<file path="config.mk">
export PLATFORM = sky130hd
export DESIGN_NAME = pe_stream_driver
export DESIGN_NICKNAME = d
export VERILOG_FILES = /design/src/rtl/pe_stream_driver.sv
export SDC_FILE = /design/constraint.sdc
export NUM_CORES = 1
export LEC_CHECK = 0
export BUFFER_PORTS_ARGS = -buffer_cell sky130_fd_sc_hd__buf_2
export CORE_MARGIN = 2
export CORE_UTILIZATION = 37
export CTS_BUF_LIST = sky130_fd_sc_hd__clkbuf_16
export CTS_CLUSTER_SIZE = 10
export DETAILED_ROUTE_END_ITERATION = 16
export PLACE_DENSITY = 0.71
export SYNTH_ARGS = -nofsm -noshare
export SYNTH_HDL_FRONTEND = slang
export SYNTH_SLANG_ARGS = --single-unit
</file>
<file path="constraint.sdc">
create_clock -name clk -period 11.1 [get_ports clk]
set_input_delay 1.11 -clock clk [delete_from_list [all_inputs] [get_ports clk]]
set_output_delay 1.11 -clock clk [all_outputs]
set_load 0.03 [all_outputs]
</file>
<file path="src/rtl/pe_stream_driver.sv">
// pe_stream_driver: GLB-to-PE stream initiator (config, filter, ifmap, ipsum out; opsum back to buffer).
// Optional stall counter output stall_cnt enabled by defining PE_DRV_PERF_EN.
module pe_stream_driver #(
  parameter int ADDR_W = 16,
  parameter int DATA_W = 32,
  parameter int CFG_W  = 13
) (
  input  logic              clk,
  input  logic              rst,
  input  logic              start,
  input  logic [CFG_W-1:0]  cfg,
  input  logic [ADDR_W-1:0] filter_base,
  input  logic [ADDR_W-1:0] ifmap_base,
  input  logic [ADDR_W-1:0] ipsum_base,
  input  logic [ADDR_W-1:0] opsum_base,
  output logic              busy,
  output logic              done,
  output logic              rd_en,
  output logic [ADDR_W-1:0] rd_addr,
  input  logic [DATA_W-1:0] rd_data,
  output logic              wr_en,
  output logic [ADDR_W-1:0] wr_addr,
  output logic [DATA_W-1:0] wr_data,
  output logic              pe_en,
  output logic [CFG_W-1:0]  pe_config,
  output logic [DATA_W-1:0] filter,
  output logic              filter_valid,
  input  logic              filter_ready,
  output logic [DATA_W-1:0] ifmap,
  output logic              ifmap_valid,
  input  logic              ifmap_ready,
  output logic [DATA_W-1:0] depthwise_ipsum,
  output logic              depthwise_ipsum_valid,
  input  logic              depthwise_ipsum_ready,
  output logic [DATA_W-1:0] pointwise_ipsum,
  output logic              pointwise_ipsum_valid,
  input  logic              pointwise_ipsum_ready,
  input  logic [DATA_W-1:0] opsum,
  input  logic              opsum_valid,
  output logic              opsum_ready
`ifdef PE_DRV_PERF_EN
  , output logic [31:0]     stall_cnt
`endif
);
  typedef enum logic [2:0] {IDLE, CFG, FILTER, IFMAP, DW_IPSUM, PW_IPSUM, OPSUM, DONE} state_t;
  state_t state_q, state_d, nxt;
  logic phase_q, phase_d, fresh_q, fresh_d;
  logic [DATA_W-1:0] data_q, data_d, word;
  logic [7:0] word_q, word_d, target, p_n, q_n, rs_n;
  logic [4:0] col_q, col_d;
  logic [CFG_W-1:0] cfg_q, cfg_d;
  logic [ADDR_W-1:0] filt_q, filt_d, ifm_q, ifm_d, ips_q, ips_d, obase_q, obase_d, out_q, out_d;
  logic dw, send, ready_cur, last;
  assign dw = cfg_q[12];
  assign p_n = 8'(cfg_q[8:7]) + 8'd1;
  assign q_n = 8'(cfg_q[1:0]) + 8'd1;
  assign rs_n = 8'(cfg_q[11:10]) + 8'd1;
  assign send = state_q inside {FILTER, IFMAP, DW_IPSUM, PW_IPSUM};
  assign ready_cur = state_q == FILTER ? filter_ready : state_q == IFMAP ? ifmap_ready :
                     state_q == DW_IPSUM ? depthwise_ipsum_ready : pointwise_ipsum_ready;
  assign target = state_q == FILTER ? p_n * rs_n : state_q == IFMAP ? (col_q == 5'd0 ? rs_n : 8'd1) :
                  state_q == PW_IPSUM ? p_n : dw ? q_n : p_n;
  assign last = word_q + 8'd1 == target;
  assign nxt = state_q == FILTER ? IFMAP : state_q == IFMAP ? DW_IPSUM :
               (state_q == DW_IPSUM && dw) ? PW_IPSUM : OPSUM;
  // In the first HOLD cycle the word is still on rd_data; afterwards it comes from data_q
  assign word = fresh_q ? rd_data : data_q;
  always_comb begin
    state_d = state_q;
    phase_d = phase_q;
    fresh_d = 1'b0;
    data_d  = word;
    word_d  = word_q;
    col_d   = col_q;
    cfg_d   = cfg_q;
    filt_d  = filt_q;
    ifm_d   = ifm_q;
    ips_d   = ips_q;
    obase_d = obase_q;
    out_d   = out_q;
    case (state_q)
      IDLE: if (start) begin
        state_d = CFG;
        cfg_d   = cfg;
        filt_d  = filter_base;
        ifm_d   = ifmap_base;
        ips_d   = ipsum_base;
        obase_d = opsum_base;
        out_d   = '0;
        word_d  = '0;
        col_d   = '0;
        phase_d = 1'b0;
      end
      CFG: state_d = FILTER;
      OPSUM: if (opsum_valid) begin
        out_d  = out_q + ADDR_W'(1);
        word_d = last ? '0 : word_q + 8'd1;
        if (last) begin
          state_d = col_q == cfg_q[6:2] ? DONE : IFMAP;
          col_d   = col_q + 5'd1;
        end
      end
      DONE: state_d = IDLE;
      default: if (!phase_q) begin
        phase_d = 1'b1;
        fresh_d = 1'b1;
        filt_d  = state_q == FILTER ? filt_q + ADDR_W'(1) : filt_q;
        ifm_d   = state_q == IFMAP ? ifm_q + ADDR_W'(1) : ifm_q;
        ips_d   = state_q inside {DW_IPSUM, PW_IPSUM} ? ips_q + ADDR_W'(1) : ips_q;
      end else if (ready_cur) begin
        phase_d = 1'b0;
        word_d  = last ? '0 : word_q + 8'd1;
        state_d = last ? nxt : state_q;
      end
    endcase
  end
  always_ff @(posedge clk or posedge rst) begin
    if (rst) begin
      state_q <= IDLE;
      phase_q <= 1'b0;
      fresh_q <= 1'b0;
      data_q  <= '0;
      word_q  <= '0;
      col_q   <= '0;
      cfg_q   <= '0;
      filt_q  <= '0;
      ifm_q   <= '0;
      ips_q   <= '0;
      obase_q <= '0;
      out_q   <= '0;
    end else begin
      state_q <= state_d;
      phase_q <= phase_d;
      fresh_q <= fresh_d;
      data_q  <= data_d;
      word_q  <= word_d;
      col_q   <= col_d;
      cfg_q   <= cfg_d;
      filt_q  <= filt_d;
      ifm_q   <= ifm_d;
      ips_q   <= ips_d;
      obase_q <= obase_d;
      out_q   <= out_d;
    end
  end
  assign busy = !(state_q inside {IDLE, DONE});
  assign done = state_q == DONE;
  assign pe_en = state_q == CFG;
  assign pe_config = pe_en ? cfg_q : '0;
  assign rd_en = send && !phase_q;
  assign rd_addr = !rd_en ? '0 : state_q == FILTER ? filt_q : state_q == IFMAP ? ifm_q : ips_q;
  assign opsum_ready = state_q == OPSUM;
  assign wr_en = opsum_ready && opsum_valid;
  assign wr_addr = obase_q + out_q;
  assign wr_data = wr_en ? opsum : '0;
  assign filter = word;
  assign ifmap = word;
  assign depthwise_ipsum = word;
  assign pointwise_ipsum = word;
  assign filter_valid = phase_q && state_q == FILTER;
  assign ifmap_valid = phase_q && state_q == IFMAP;
  assign depthwise_ipsum_valid = phase_q && state_q == DW_IPSUM;
  assign pointwise_ipsum_valid = phase_q && state_q == PW_IPSUM;
`ifdef PE_DRV_PERF_EN
  logic [31:0] stall_q, stall_d;
  logic stall_inc;
  assign stall_inc = (send && phase_q && !ready_cur) || (state_q == OPSUM && !opsum_valid);
  always_comb stall_d = (state_q == IDLE && start) ? '0 : stall_q + 32'(stall_inc);
  always_ff @(posedge clk or posedge rst) begin
    if (rst) stall_q <= '0;
    else stall_q <= stall_d;
  end
  assign stall_cnt = stall_q;
`endif
endmodule

</file>
# Word-level counts from Yosys, hierarchy flattened
# Index checks and enable logic that the tools add are counted.
[totals]
output_inout_bits = 215
ff_bits = 143
wordCells = 129
inputBits = 149
[op_classes]
n_bitwise = 2
mul = 1
addsub = 10
mux = 56
n_reduce_logical = 35
eq_ne = 13
[op_table]
columns = ["cell", "n"]
rows = [
  ["$mux 16", 14],
  ["$pmux 16 s2", 4],
  ["$add 16x1->16 const B", 4],
  ["$mux 32", 2],
  ["$mux 8", 5],
  ["$mux 3", 12],
  ["$pmux 8 s3", 1],
  ["$add 16x16->16", 1],
  ["$reduce_and 4->1", 4],
  ["$mux 5", 3],
  ["$mux 13", 1],
  ["$eq 3x3->1 const B", 4],
  ["$pmux 3 s4", 1],
  ["$reduce_bool 2->1", 6],
  ["$pmux 5 s2", 1],
  ["$reduce_bool 5->1", 2],
  ["$add 2x1->3 const B", 3],
  ["$add 8x1->8 const B", 1],
  ["$eq 8x6->1", 1],
  ["$mux 1", 8],
  ["$reduce_bool 4->1", 2],
  ["$logic_and 1x1->1", 7],
  ["$eq 3x2->1 const B", 2],
  ["$mul 3x3->6", 1],
  ["20 further kinds", 27],
]

# Longest topological paths before layout
[logic_depth]
depth_word = 10
ltp_mapped = 13
ltp_nobuf = 13

# Worst setup path after synthesis
# Ideal clock, no wire load.
[synth_timing]
path_kind = "flip-flop to output port"
start = "register out_q[0]"
end = "output port wr_addr[14]"
path_stages_with_launch = 12
t_arrival_ns = 2.732
path_slack_ns = 7.258
path_cell_list = "dfrtp_1 -> ha_1 -> inv_1 -> fa_1 -> nor2b_1 -> o21ai_0 -> a21boi_0 -> nor4_1 -> o31ai_1 -> a211o_1 -> a21oi_1 -> xnor2_1"
[synth_between]
elab_chain_len = 1
[synth_lines]
columns = ["item", "line_no", "rtl"]
rows = [
  ["from (decl)", "52", "logic [ADDR_W-1:0] filt_q, filt_d, ifm_q, ifm_d, ips_q, ips_d, obase_q, obase_d, out_q, out_d;"],
  ["from (signal assigned)", "143", "out_q <= out_d;"],
  ["$add 16x16->16", "154", "assign wr_addr = obase_q + out_q;"],
  ["to (decl)", "22", "output logic [ADDR_W-1:0] wr_addr,"],
]
# Every way passes these cells.

# Worst setup path after layout
# Ends and elaborated chain as after synthesis.

==> results.cfg <==
[status]
outcome = completed

[drt]
drc = 0
routedWlPerCell_um = 16.9
wl_um = 28400
drtIter0Drc = 569
viasPerCell = 5.25
first_pass_iters = 5
vias = 8814
drtAntennaViolNets = 0

[floorplan]
ios = 364
fp.coreArea_um2 = 25300
start_util_pct = 37.9
die_w_um = 165
die_y_um = 165
rows = 58
die_area_um2 = 27300

[global_route]
grt_pass1_wl_um = 43300
grt-ovfl-total = 0
antenna_found_initial = 1
grt_max_degree = 79
grt_pass1_vias = 8264
grt_usage_pct = 20.3

[pwr]
powerDensity_nw_per_um2 = 119
p_leak_nw = 6.26
power_w = 0.00137
vdd_drop_max_mv = 0.0834

[yosys]
synth_cell_type_count = 55
syn_area_per_cell_um2 = 8.73
synth_edf_count = 0
syn_area_um2 = 9600
synth_top_cells_by_area = dfrtp_1, buf_4, mux2_2, a21oi_1, ha_1
syn_nets = 1282
synth-async-reset-ratio_pct = 100
synth_area_leader_cell = dfrtp_1
synth_top_cell_area_share_pct = 37.3
synth_common_cells = dfrtp_1, a21oi_1, buf_4, nor2_1, nand2_1
synth_ff_type = dfrtp_1
yosysMostFrequentCell = dfrtp_1
synth-seq-cells = 143
yosysSeqAreaShare_pct = 37.3
yosysWarnings = 0
netlist_instances = 1100

[critical_path]
start_kind = flip-flop
required_ns = 9.99
startpoint = out_q[0]
cp.depth = 12
path_cells = ha_1 > inv_1 > fa_1 > nor2b_1 > o21ai_0 > a21boi_0 > nor4_1 > o31ai_1 > a211o_1 > a21oi_1 > xnor2_1 > buf_2
critical-path-top-delay-family = compound AO/OA/AOI/OAI gates
worst-path-buf-inv = 2
cp_slowest_cell = dfrtp_1
r2r_start = cfg_q[10]
cp-endpoint = wr_addr[14]
critical_path_class = flip-flop to output port
reg2reg_slack_ns = 7.24
cp.arrival_ns = 3.33
r2r_cells = 11
setup.worst_path.end_class = output port
cp_max_fo = 6
worst_r2r_endpoint = state_q[2]
cp_slowest_stage_delay_ns = 0.46

[clock_network]
clk_path_buf_depth = 2
clock_latency_ns = 0.44
cts_resized = 0
cts_setup_buffers = 0
clock_sinks = 143
cts_tree = done
cts_max_level = 4
cts_buffers = 17
clkTransAtPathRegs_ns = 0.07
root_buffer = clkbuf_16
cts_hold_buf = 0

[timing]
whs_ns = 0.499
fin_skew_ns = 0.0167
fin_tns_setup_ns = 0
fin_crit_sh_pct = 40.0
worst_pin_slew_ns = 0.919
hold_violations = 0
finalSetupViolCount = 0
max_freq_ghz = 0.225
drv_slew = 0
period_minus_slack_ns = 4.44
grt_setup_unrepaired = false
relSlewSlack_pct = 38.7

[layout]
antenna_cells = 0
final_cells = 1679
syn_to_final_growth_pct = 20.2
fin_nets = 1518
final_area_um2 = 11500
multi_input_area_um2 = 4990
seq_area_um2 = 3580
drive_gt1_share_pct = 35.3
nFillCells = 2420

[place]
place_area_um2 = 11000
gp_congestion = 0.926
dp_cells = 1647
port_buffers = 363
dpl.hpwl_um = 21300

[flow_run]
max_cap_viol_count = 0

[worst_hold_path]
hp-class = flip-flop to flip-flop
flip-flops by register name, summed over array words and instances (netlist names):
signal / cells
ips_q: 16
cfg_q: 13
col_q: 5
data_q: 32
ifm_q: 16
obase_q: 16
phase_q: 1
out_q: 16
fresh_q: 1
filt_q: 16
state_q: 3
word_q: 8
logic make-up (layout without fill, tap and decap cells):
group	Yosys count	count (layout)	share of synthesized area [%]
flops	143	143	37.3
simple gates	365	365	19.0
xor+xnor	37	37	3.38
buf+inv	180	429	10.8
fa+ha+maj	33	33	4.53
mux	80	80	9.15
compound gates	262	262	15.8
layer usage:
layer | part of all wire [%] | global-route usage, % | wire, um | vias up
li1 | - | - | - | 4250
met1 | 41 | 25.4 | 11800 | 4211
met2 | 51 | 35.4 | 14400 | 313
met3 | 6.1 | 3.95 | 1730 | 38
met4 | 1.6 | 6.32 | 452 | 2
met5 | 0.042 | 0 | 12 | -
power by group:
| group | internal (W) | switching [W] | leakage [nW] | total (W) |
|---|---|---|---|---|
| Clock | 0.000317 | 0.000257 | 0.282 | 0.000574 |
| Combinational | 0.0000863 | 0.000139 | 4.04 | 0.000225 |
| Sequential | 0.000540 | 0.0000290 | 1.93 | 0.000569 |
worst register-to-register path: stages, from the launching register on:
cell,delay (ns)
dfrtp_1,0.44
ha_1,0.35
and2_1,0.18
fa_1,0.47
ha_1,0.24
fa_1,0.39
xor2_1,0.24
nand3b_1,0.11
o211ai_1,0.44
nand2_1,0.26
or4_1,0.55
o311ai_1,0.09
area by class of cell:
cell class                 instances  share of cell area, %
multi-input combinational        777                   43.3
sequential                       143                   31.0
timing repair buffer             371                   16.3
clock buffer                      17                   3.69
tap                              330                   3.58
clock inverter                    15                   1.30
inverter                          26                  0.889
cell usage in the layout, fill, tap and decap left out, types with 8 or more instances in the layout:
cell type / Yosys / routed
o31ai_1: 8 / 8
xnor2_1: 21 / 21
buf_2: 1 / 363
nor3_1: 19 / 18
and2_1: 39 / 39
ha_1: 30 / 30
o21ai_0: 70 / 70
a21o_1: 8 / 8
nand2_1: 83 / 82
nand2b_1: 8 / 8
inv_1: 25 / 25
buf_4: 97 / 8
nor2b_1: 13 / 13
mux2_2: 62 / 62
a21oi_1: 102 / 102
mux2i_1: 18 / 18
or3_1: 10 / 10
nand3_1: 41 / 41
dfrtp_1: 143 / 143
and3_1: 29 / 29
nor2_1: 86 / 86
xor2_1: 16 / 16
a211oi_1: 19 / 19
a31oi_1: 8 / 8
clkbuf_16: 0 / 17
o22ai_1: 19 / 19
nand4_1: 11 / 11
worst min path at each step:
stage             start  endpoint  slack (ns)  cells past startpoint
3_5_place_dp   cfg_q[9]  cfg_q[9]        0.49                      1
4_1_cts        cfg_q[9]  cfg_q[9]        0.50                      1
5_1_grt        cfg_q[9]  cfg_q[9]        0.54                      1
6_report       cfg_q[9]  cfg_q[9]        0.50                      1
3_3_place_gp   cfg_q[9]  cfg_q[9]        0.48                      1
2_1_floorplan  cfg_q[9]  cfg_q[9]        0.47                      1
through the flow:
step,utilization [%],worst slack (ns)
2_1_floorplan,-,6.15
6_report,45.6,6.66
4_1_cts,45.6,6.64
5_1_grt,45.6,6.39
3_3_place_gp,43.3,7.25
3_5_place_dp,43.3,7.14
No activity file was read; power rests on OpenSTA's default activity.
